==> src/rtl/laser_receiver.sv <==
// ---------------------------------------------------------------------------
// laser_receiver
//
// Target-side end of the laser link. The raw photodiode comparator output is
// synchronized, debounced into a clean "lit" level, and a sustained lit period
// is qualified as a hit. Each hit produces a one-cycle strobe, bumps a hit
// counter and opens an invulnerability window. After the window the receiver
// waits for the beam to go dark so one continuous beam cannot score twice.
//
// Ports:
//   clock      in   system clock (50 MHz nominal)
//   reset      in   synchronous, active-high reset
//   enable     in   1 = detection armed, 0 = hits suppressed
//   sensor     in   raw photodiode comparator, asynchronous, 1 = illuminated
//   lit        out  debounced sensor level
//   hit        out  one-cycle strobe per qualified hit
//   hit_count  out  total qualified hits since reset (COUNT_W bits)
//   invuln     out  high while the invulnerability window is active
//
// Optional feature (compile-time macro LASER_RX_SATURATE_EN):
//   defined   -> hit_count saturates at all-ones
//   undefined -> hit_count wraps modulo 2**COUNT_W
//
// Debug visibility: the FSM state register is the signal "state"
// (encoding IDLE=0, QUAL=1, HIT=2, INVULN=3, WAIT_DARK=4).
// ---------------------------------------------------------------------------
module laser_receiver #(
  parameter int SYNC_STAGES     = 2,
  parameter int DEBOUNCE_CYCLES = 50000,
  parameter int MIN_ON_CYCLES   = 2500000,
  parameter int INVULN_CYCLES   = 100000000,
  parameter int COUNT_W         = 8
) (
  input  logic               clock,
  input  logic               reset,
  input  logic               enable,
  input  logic               sensor,
  output logic               lit,
  output logic               hit,
  output logic [COUNT_W-1:0] hit_count,
  output logic               invuln
);

  // Counter widths: $clog2 of the parameter, never narrower than one bit.
  localparam int DW = (DEBOUNCE_CYCLES > 1) ? $clog2(DEBOUNCE_CYCLES) : 1;
  localparam int QW = (MIN_ON_CYCLES   > 1) ? $clog2(MIN_ON_CYCLES)   : 1;
  localparam int IW = (INVULN_CYCLES   > 1) ? $clog2(INVULN_CYCLES)   : 1;

  localparam logic [DW-1:0] DB_LAST   = DW'(DEBOUNCE_CYCLES - 1);
  localparam logic [QW-1:0] QUAL_LAST = QW'(MIN_ON_CYCLES - 1);
  localparam logic [IW-1:0] INV_LAST  = IW'(INVULN_CYCLES - 1);

  typedef enum logic [2:0] {
    IDLE      = 3'd0,
    QUAL      = 3'd1,
    HIT       = 3'd2,
    INVULN    = 3'd3,
    WAIT_DARK = 3'd4
  } state_t;

  // -------------------------------------------------------------------------
  // Synchronizer: sensor enters at bit 0 and leaves at the top bit.
  // -------------------------------------------------------------------------
  logic [SYNC_STAGES-1:0] sync_q;
  logic                   sync_s;

  always_ff @(posedge clock) begin
    if (reset) begin
      sync_q <= '0;
    end else begin
      sync_q <= {sync_q[SYNC_STAGES-2:0], sensor};
    end
  end

  assign sync_s = sync_q[SYNC_STAGES-1];

  // -------------------------------------------------------------------------
  // Debounce: lit follows sync_s only after sync_s has disagreed with lit for
  // DEBOUNCE_CYCLES consecutive cycles. Any agreement restarts the count.
  // -------------------------------------------------------------------------
  logic [DW-1:0] db_cnt;

  always_ff @(posedge clock) begin
    if (reset) begin
      db_cnt <= '0;
      lit    <= 1'b0;
    end else if (sync_s == lit) begin
      db_cnt <= '0;
    end else if (db_cnt == DB_LAST) begin
      lit    <= sync_s;
      db_cnt <= '0;
    end else begin
      db_cnt <= db_cnt + DW'(1);
    end
  end

  // -------------------------------------------------------------------------
  // Hit FSM
  // -------------------------------------------------------------------------
  state_t        state;
  state_t        state_next;
  logic [QW-1:0] qual_cnt;
  logic [QW-1:0] qual_next;
  logic [IW-1:0] inv_cnt;
  logic [IW-1:0] inv_next;

  always_ff @(posedge clock) begin
    if (reset) begin
      state    <= IDLE;
      qual_cnt <= '0;
      inv_cnt  <= '0;
    end else begin
      state    <= state_next;
      qual_cnt <= qual_next;
      inv_cnt  <= inv_next;
    end
  end

  always_comb begin
    state_next = state;
    qual_next  = qual_cnt;
    inv_next   = inv_cnt;

    unique case (state)
      IDLE: begin
        if (lit && enable) begin
          state_next = QUAL;
          // The entering cycle already counts as the first lit cycle.
          qual_next  = QW'(1);
        end
      end

      QUAL: begin
        if (lit && enable) begin
          if (qual_cnt == QUAL_LAST) begin
            state_next = HIT;
            qual_next  = '0;
          end else begin
            qual_next  = qual_cnt + QW'(1);
          end
        end else begin
          state_next = IDLE;
          qual_next  = '0;
        end
      end

      HIT: begin
        // The window counter is cleared here so INVULN starts from zero.
        state_next = INVULN;
        inv_next   = '0;
      end

      INVULN: begin
        // lit and enable are deliberately ignored: the window always runs
        // its full length once started.
        if (inv_cnt == INV_LAST) begin
          state_next = WAIT_DARK;
        end else begin
          inv_next   = inv_cnt + IW'(1);
        end
      end

      WAIT_DARK: begin
        // Require the beam to drop before re-arming.
        if (!lit) begin
          state_next = IDLE;
        end
      end

      default: begin
        state_next = IDLE;
        qual_next  = '0;
        inv_next   = '0;
      end
    endcase
  end

  // -------------------------------------------------------------------------
  // Registered hit strobe and hit counter. Both update on the edge that
  // enters HIT, so hit is high exactly while the FSM sits in HIT and the
  // count is already incremented alongside the strobe.
  // -------------------------------------------------------------------------
  always_ff @(posedge clock) begin
    if (reset) begin
      hit       <= 1'b0;
      hit_count <= '0;
    end else begin
      hit <= (state_next == HIT);
      if (state_next == HIT) begin
`ifdef LASER_RX_SATURATE_EN
        if (hit_count != {COUNT_W{1'b1}}) begin
          hit_count <= hit_count + COUNT_W'(1);
        end
`else
        hit_count <= hit_count + COUNT_W'(1);
`endif
      end
    end
  end

  assign invuln = (state == INVULN);

endmodule

==> config.mk <==
export PLATFORM = sky130hd
export DESIGN_NAME = laser_receiver
export DESIGN_NICKNAME = d
export VERILOG_FILES = /design/src/rtl/laser_receiver.sv
export SDC_FILE = /design/constraint.sdc
export NUM_CORES = 1
export LEC_CHECK = 0
export ABC_AREA = 1
export BUFFER_PORTS_ARGS = -buffer_cell sky130_fd_sc_hd__buf_2
export CAP_MARGIN = 20
export CORE_MARGIN = 5
export CORE_UTILIZATION = 34
export DETAILED_ROUTE_END_ITERATION = 12
export PLACE_DENSITY = 0.56
export SLEW_MARGIN = 20
export SYNTH_ARGS = -nofsm -noshare
export SYNTH_HDL_FRONTEND = slang
export SYNTH_SLANG_ARGS = --single-unit
==> constraint.sdc <==
create_clock -name clock -period 2 [get_ports clock]
set_clock_uncertainty 0.15 [all_clocks]
set_input_delay 0.2 -clock clock [delete_from_list [all_inputs] [get_ports clock]]
set_output_delay 0.2 -clock clock [all_outputs]
set_load 0.01 [all_outputs]
# Word-level counts from Yosys, hierarchy flattened
# Index checks and enable logic that the tools add are counted.
[op_classes]
addsub = 4
mul = 0
div = 0
magnitude_cmp = 0
n_eq_ne = 11
n_shift = 0
n_mux = 12
n_bitwise = 3
n_reduce_logical = 8
[op_table]
columns = ["op", "count"]
rows = [
  ["$mux W22", 3],
  ["$pmux W22 S3", 1],
  ["$pmux W27 S2", 1],
  ["$add A27 B1 Y27 const B", 1],
  ["$eq A27 B27 Y1 const B", 1],
  ["$mux W27", 1],
  ["$add A22 B1 Y22 const B", 1],
  ["$eq A22 B22 Y1 const B", 1],
  ["$add A16 B1 Y16 const B", 1],
  ["$eq A16 B16 Y1 const B", 1],
  ["$mux W3", 5],
  ["$pmux W3 S5", 1],
  ["$eq A3 B2 Y1 const B", 3],
  ["$reduce_or A3 Y1", 3],
  ["$add A8 B1 Y8 const B", 1],
  ["$reduce_and A2 Y1", 3],
  ["$ne A2 B2 Y1 const B", 2],
  ["$eq A3 B1 Y1 const B", 1],
  ["$eq A3 B3 Y1 const B", 1],
  ["$logic_not A3 Y1", 1],
  ["$not A1 Y1", 3],
  ["$eq A1 B1 Y1", 1],
  ["$logic_and A1 B1 Y1", 1],
]
[totals]
reg_bits = 80
latchBits = 0
ramBits = 0
rom_bits = 0
in_bits = 4
wordCells = 46
mem_count = 0

# Logic depth before layout (Yosys ltp)
[depth]
depth_word = 5
depth_mapped = 11

# Worst setup path after synthesis
# No wires, ideal clock.
[synth_path]
kind = "reg-to-reg"
start = "reg inv_cnt[0]"
end = "reg inv_cnt[21]"
setup_ps = 128
arrival_time_ps = 1565
required_ps = 1722
path_slack_ps = 158
stages_incl_launch_ff = 12
period_less_slack_ps = 1842
cell_sequence = "dfxtp_1 -> ha_1 -> inv_2 -> nor2_4 -> nand2_4 -> nor2_4 -> nand3_4 -> nand2_4 -> buf_8 -> nor2_1 -> nor2_1 -> nor2_1"
[synth_between]
elab_chain_len = 3
[synth_lines]
columns = ["item", "line", "text"]
rows = [
  ["from (decl)", "104", "logic [IW-1:0] inv_cnt;"],
  ["from (signal assigned)", "115", "inv_cnt <= inv_next;"],
  ["$add A27 B1 Y27 / $eq A27 B27 Y1 (equally long branches)", "159, 156", ""],
  ["$mux W27 / $ne A2 B2 Y1 (equally long branches)", "--", ""],
  ["$pmux W27 S2 / $reduce_and A2 Y1 (equally long branches)", "--", ""],
]
# Several ways; a longest one is shown, not always the timed one. The select of a mux whose other input is x is not followed.
# A chain may end at the register's enable or synchronous reset.

# Worst setup path after layout
[layout_path]
start = "reg inv_cnt[1]"
end = "reg inv_cnt[16]"
# Same word-level chain as after synthesis.

==> qor.yml <==
run_status:
  status: "finished clean"
setup_path:
  start_kind: "flip-flop"
  crit_path_end_kind: "flip-flop"
  worstPathMaxFanout: 11
  crit_end: "inv_cnt[16]"
  r2r_slack_ps: 160
  r2r-end: "inv_cnt[16]"
  path_class: "reg -> reg"
  required_ps: 2050
  r2r_cells: 11
  crit_start: "inv_cnt[1]"
  reg2reg_from: "inv_cnt[1]"
  cp.arrival_ps: 1890
final_layout:
  syn_to_final_growth_pct: 17.1
  fill_cells: 1469
  multi_input_area_sq_mm: 0.00280
  fin_area_sq_mm: 0.00558
  antennaDiodeCount: 0
  fin_util_pct: 40.3
  nNetsFinal: 808
  fin_cells: 985
  drive_gt1_share_pct: 13.4
  seq_area_sq_mm: 0.00160
drt:
  postRouteAntennaNets: 0
  drt_iter0_markers: 250
  route.detailed.drc: 0
  vias: 4749
  viasPerCell: 4.82
  routed_wl_um: 12300
  dr.pass1.iters: 5
  routedWlPerCell_um: 12.5
synthesis:
  synth_area_sq_mm: 0.00476
  ys.flop_type: "dfxtp_1"
  synth_most_common_cell: "nand2_1"
  synth_area_leaders: "dfxtp_1 34%, nand2_1 15%, nor2_1 13%"
  synthTopCellsByCount: "184 x nand2_1, 161 x nor2_1, 80 x dfxtp_1"
  ys_seq_elements: 80
  synthArstFlopShare_pct: 0
  synth_edf_count: 0
  synth_top_cell_area_share_pct: 33.6
  syn_avg_cell_area_sq_um: 6.27
  syn_nets: 767
  synth-seq-area-share_pct: 33.6
  yosysTopAreaCell: "dfxtp_1"
  synth_cell_types: 36
  yosys_warnings: 0
  syn_inst: 759
grt:
  grt-ovfl-total: 0
  grt.total_usage_pct: 15.5
  grt_pass1_wl_um: 21000
  antenna_found_initial: 0
  grt_pass1_vias: 4462
  grt_max_degree: 44
power_and_ir_drop:
  leakage_uw: 0.00204
  p_sw_uw: 685
  p_sw_share_pct: 20.1
  power_frac_seq_pct: 46.8
  peakVddDrop_uv: 468
  p_comb_share_pct: 1.3
  p_int_uw: 2730
  pwr-share-clk_pct: 51.9
  powerDensity_mw_per_mm2: 612
cts:
  cts_tree: "done"
  htree_num_levels: 3
  path_clk_slew_ps: 60
  cts_root_buf: "clkbuf_16"
  numCtsBuffers: 9
  max-clock-path-buffers: 2
  cts.sinks: 80
  clkLatencyLatePin_ps: 340
job:
  max_cap_violations: 0
placement:
  hpwl_um: 9320
  post-place-ws_ps: 94.7
  dpl.cell_count: 965
  routabilityCongestion: 0.907
  port_buffers: 14
  placed_area_sq_mm: 0.00517
floorplan:
  die_h_um: 128
  row_count: 43
  die_area_sq_mm: 0.0165
  core-area_sq_mm: 0.0138
  pin_count: 15
  dieWidth_um: 128
  start_util_pct: 34.4
sta:
  finalMaxSlewViolations: 0
  tns_ps: 0
  timing.final.crit_period_ps: 1840
  tightest_slew_ps: 492
  setup_viol: 0
  worst_slack_ps: 161
  fmaxAchievable_mhz: 544
  rsz0062_at_grt: "no"
  hold_viol: 0
  slew_headroom_pct: 67.2
  period_share_pct: 91.9
hold_path:
  hp-class: "in -> reg"
  worstHoldPathCells: 6
registers in the layout (all words and copies together) (netlist names):
register and cells:
state 3, hit 1, inv_cnt 27, db_cnt 16, qual_cnt 22, hit_count 8
sync_q 2, lit 1
repair_timing:
action                     4_1_cts  5_1_grt
setup endpoints to repair        0       25
setup buffers                    0        2
hold endpoints to repair         1        0
resized for setup                0        9
hold buffers                     1        0
cells in the final DEF (no fill, tap or decap), types with 2 or more instances in the layout:
cell type	count
clkinvlp_4	2
nand2_1	183
nor2_1	158
a21oi_1	45
a31oi_1	2
ha_1	4
o21ai_0	13
buf_2	14
clkbuf_16	9
nor3_1	13
nand2_2	6
inv_2	6
nor4_1	3
nor2_4	3
nor3_2	3
nor2_2	6
xnor2_1	5
nand2_4	3
xor2_1	14
or2_2	10
nor3b_1	4
buf_4	31
bufinv_16	2
a21oi_2	5
dfxtp_1	80
nand3_1	64
inv_1	71
nand4_1	31
clkinv_2	3
layer usage:
layer  GRT usage [%]  wire [um]  up-vias
met2            26.4       5990       74
met4            6.24        320        0
met5               0          0        -
met1            19.1       5620     2132
li1                -          -     2521
met3            3.20        384       22
power by group through the flow:
stage          registers, uW  logic (uW)  clock network [uW]
6_report                1600        42.7                1770
5_1_grt                 1600        48.3                1890
4_1_cts                 1600        40.9                1830
3_5_place_dp            1630        39.5                   0
3_3_place_gp            1630        39.9                   0
2_1_floorplan           1630        28.1                   0
critical path, cell delays in order (launching register included):
cell and delay, ps:
dfxtp_1 390, ha_1 210, inv_2 70, nor2_4 130, nand2_4 90, nor2_4 120
nand3_4 100, nand2_8 110, buf_12 140, nor2_1 40, nor2_1 100, nor2_1 50
stage by stage:
stage | power, uW | hold WS [ps]
final | 3410 | 259
after CTS | 3470 | 202
after floorplan | 1660 | 157
after global routing | 3530 | 303
after global placement | 1670 | 251
after detailed placement | 1670 | 261
kinds of logic (layout without fill, tap and decap cells):
family                     after synthesis  in the layout  share of synthesized area [%]
AOI/OAI and AO/OA                       67             67                           7.54
buffers and inverters                   97            142                           8.51
DFF                                     80             80                           33.6
adders and majority gates                4              4                           1.05
and+or+nand+nor                        492            493                           45.8
xor gates and xnor gates                19             19                           3.49
worst min path at each step:
| stage | startpoint | end | slack (ps) |
|---|---|---|---|
| 2_1_floorplan | sensor | sync_q[0] | 160 |
| 3_3_place_gp | sensor | sync_q[0] | 250 |
| 6_report | enable | hit_count[5] | 260 |
| 5_1_grt | reset | inv_cnt[13] | 300 |
| 3_5_place_dp | sensor | sync_q[0] | 260 |
| 4_1_cts | reset | hit_count[5] | 200 |
cell type report:
class	instances	share of cell area [%]
Inverter	79	5.38
Timing Repair Buffer	47	5.97
Sequential cell	80	28.7
Clock inverter	6	1.48
Tap cell	180	4.04
Clock buffer	10	4.29
Multi-Input combinational cell	583	50.1
No activity file was read; power rests on OpenSTA's default activity.
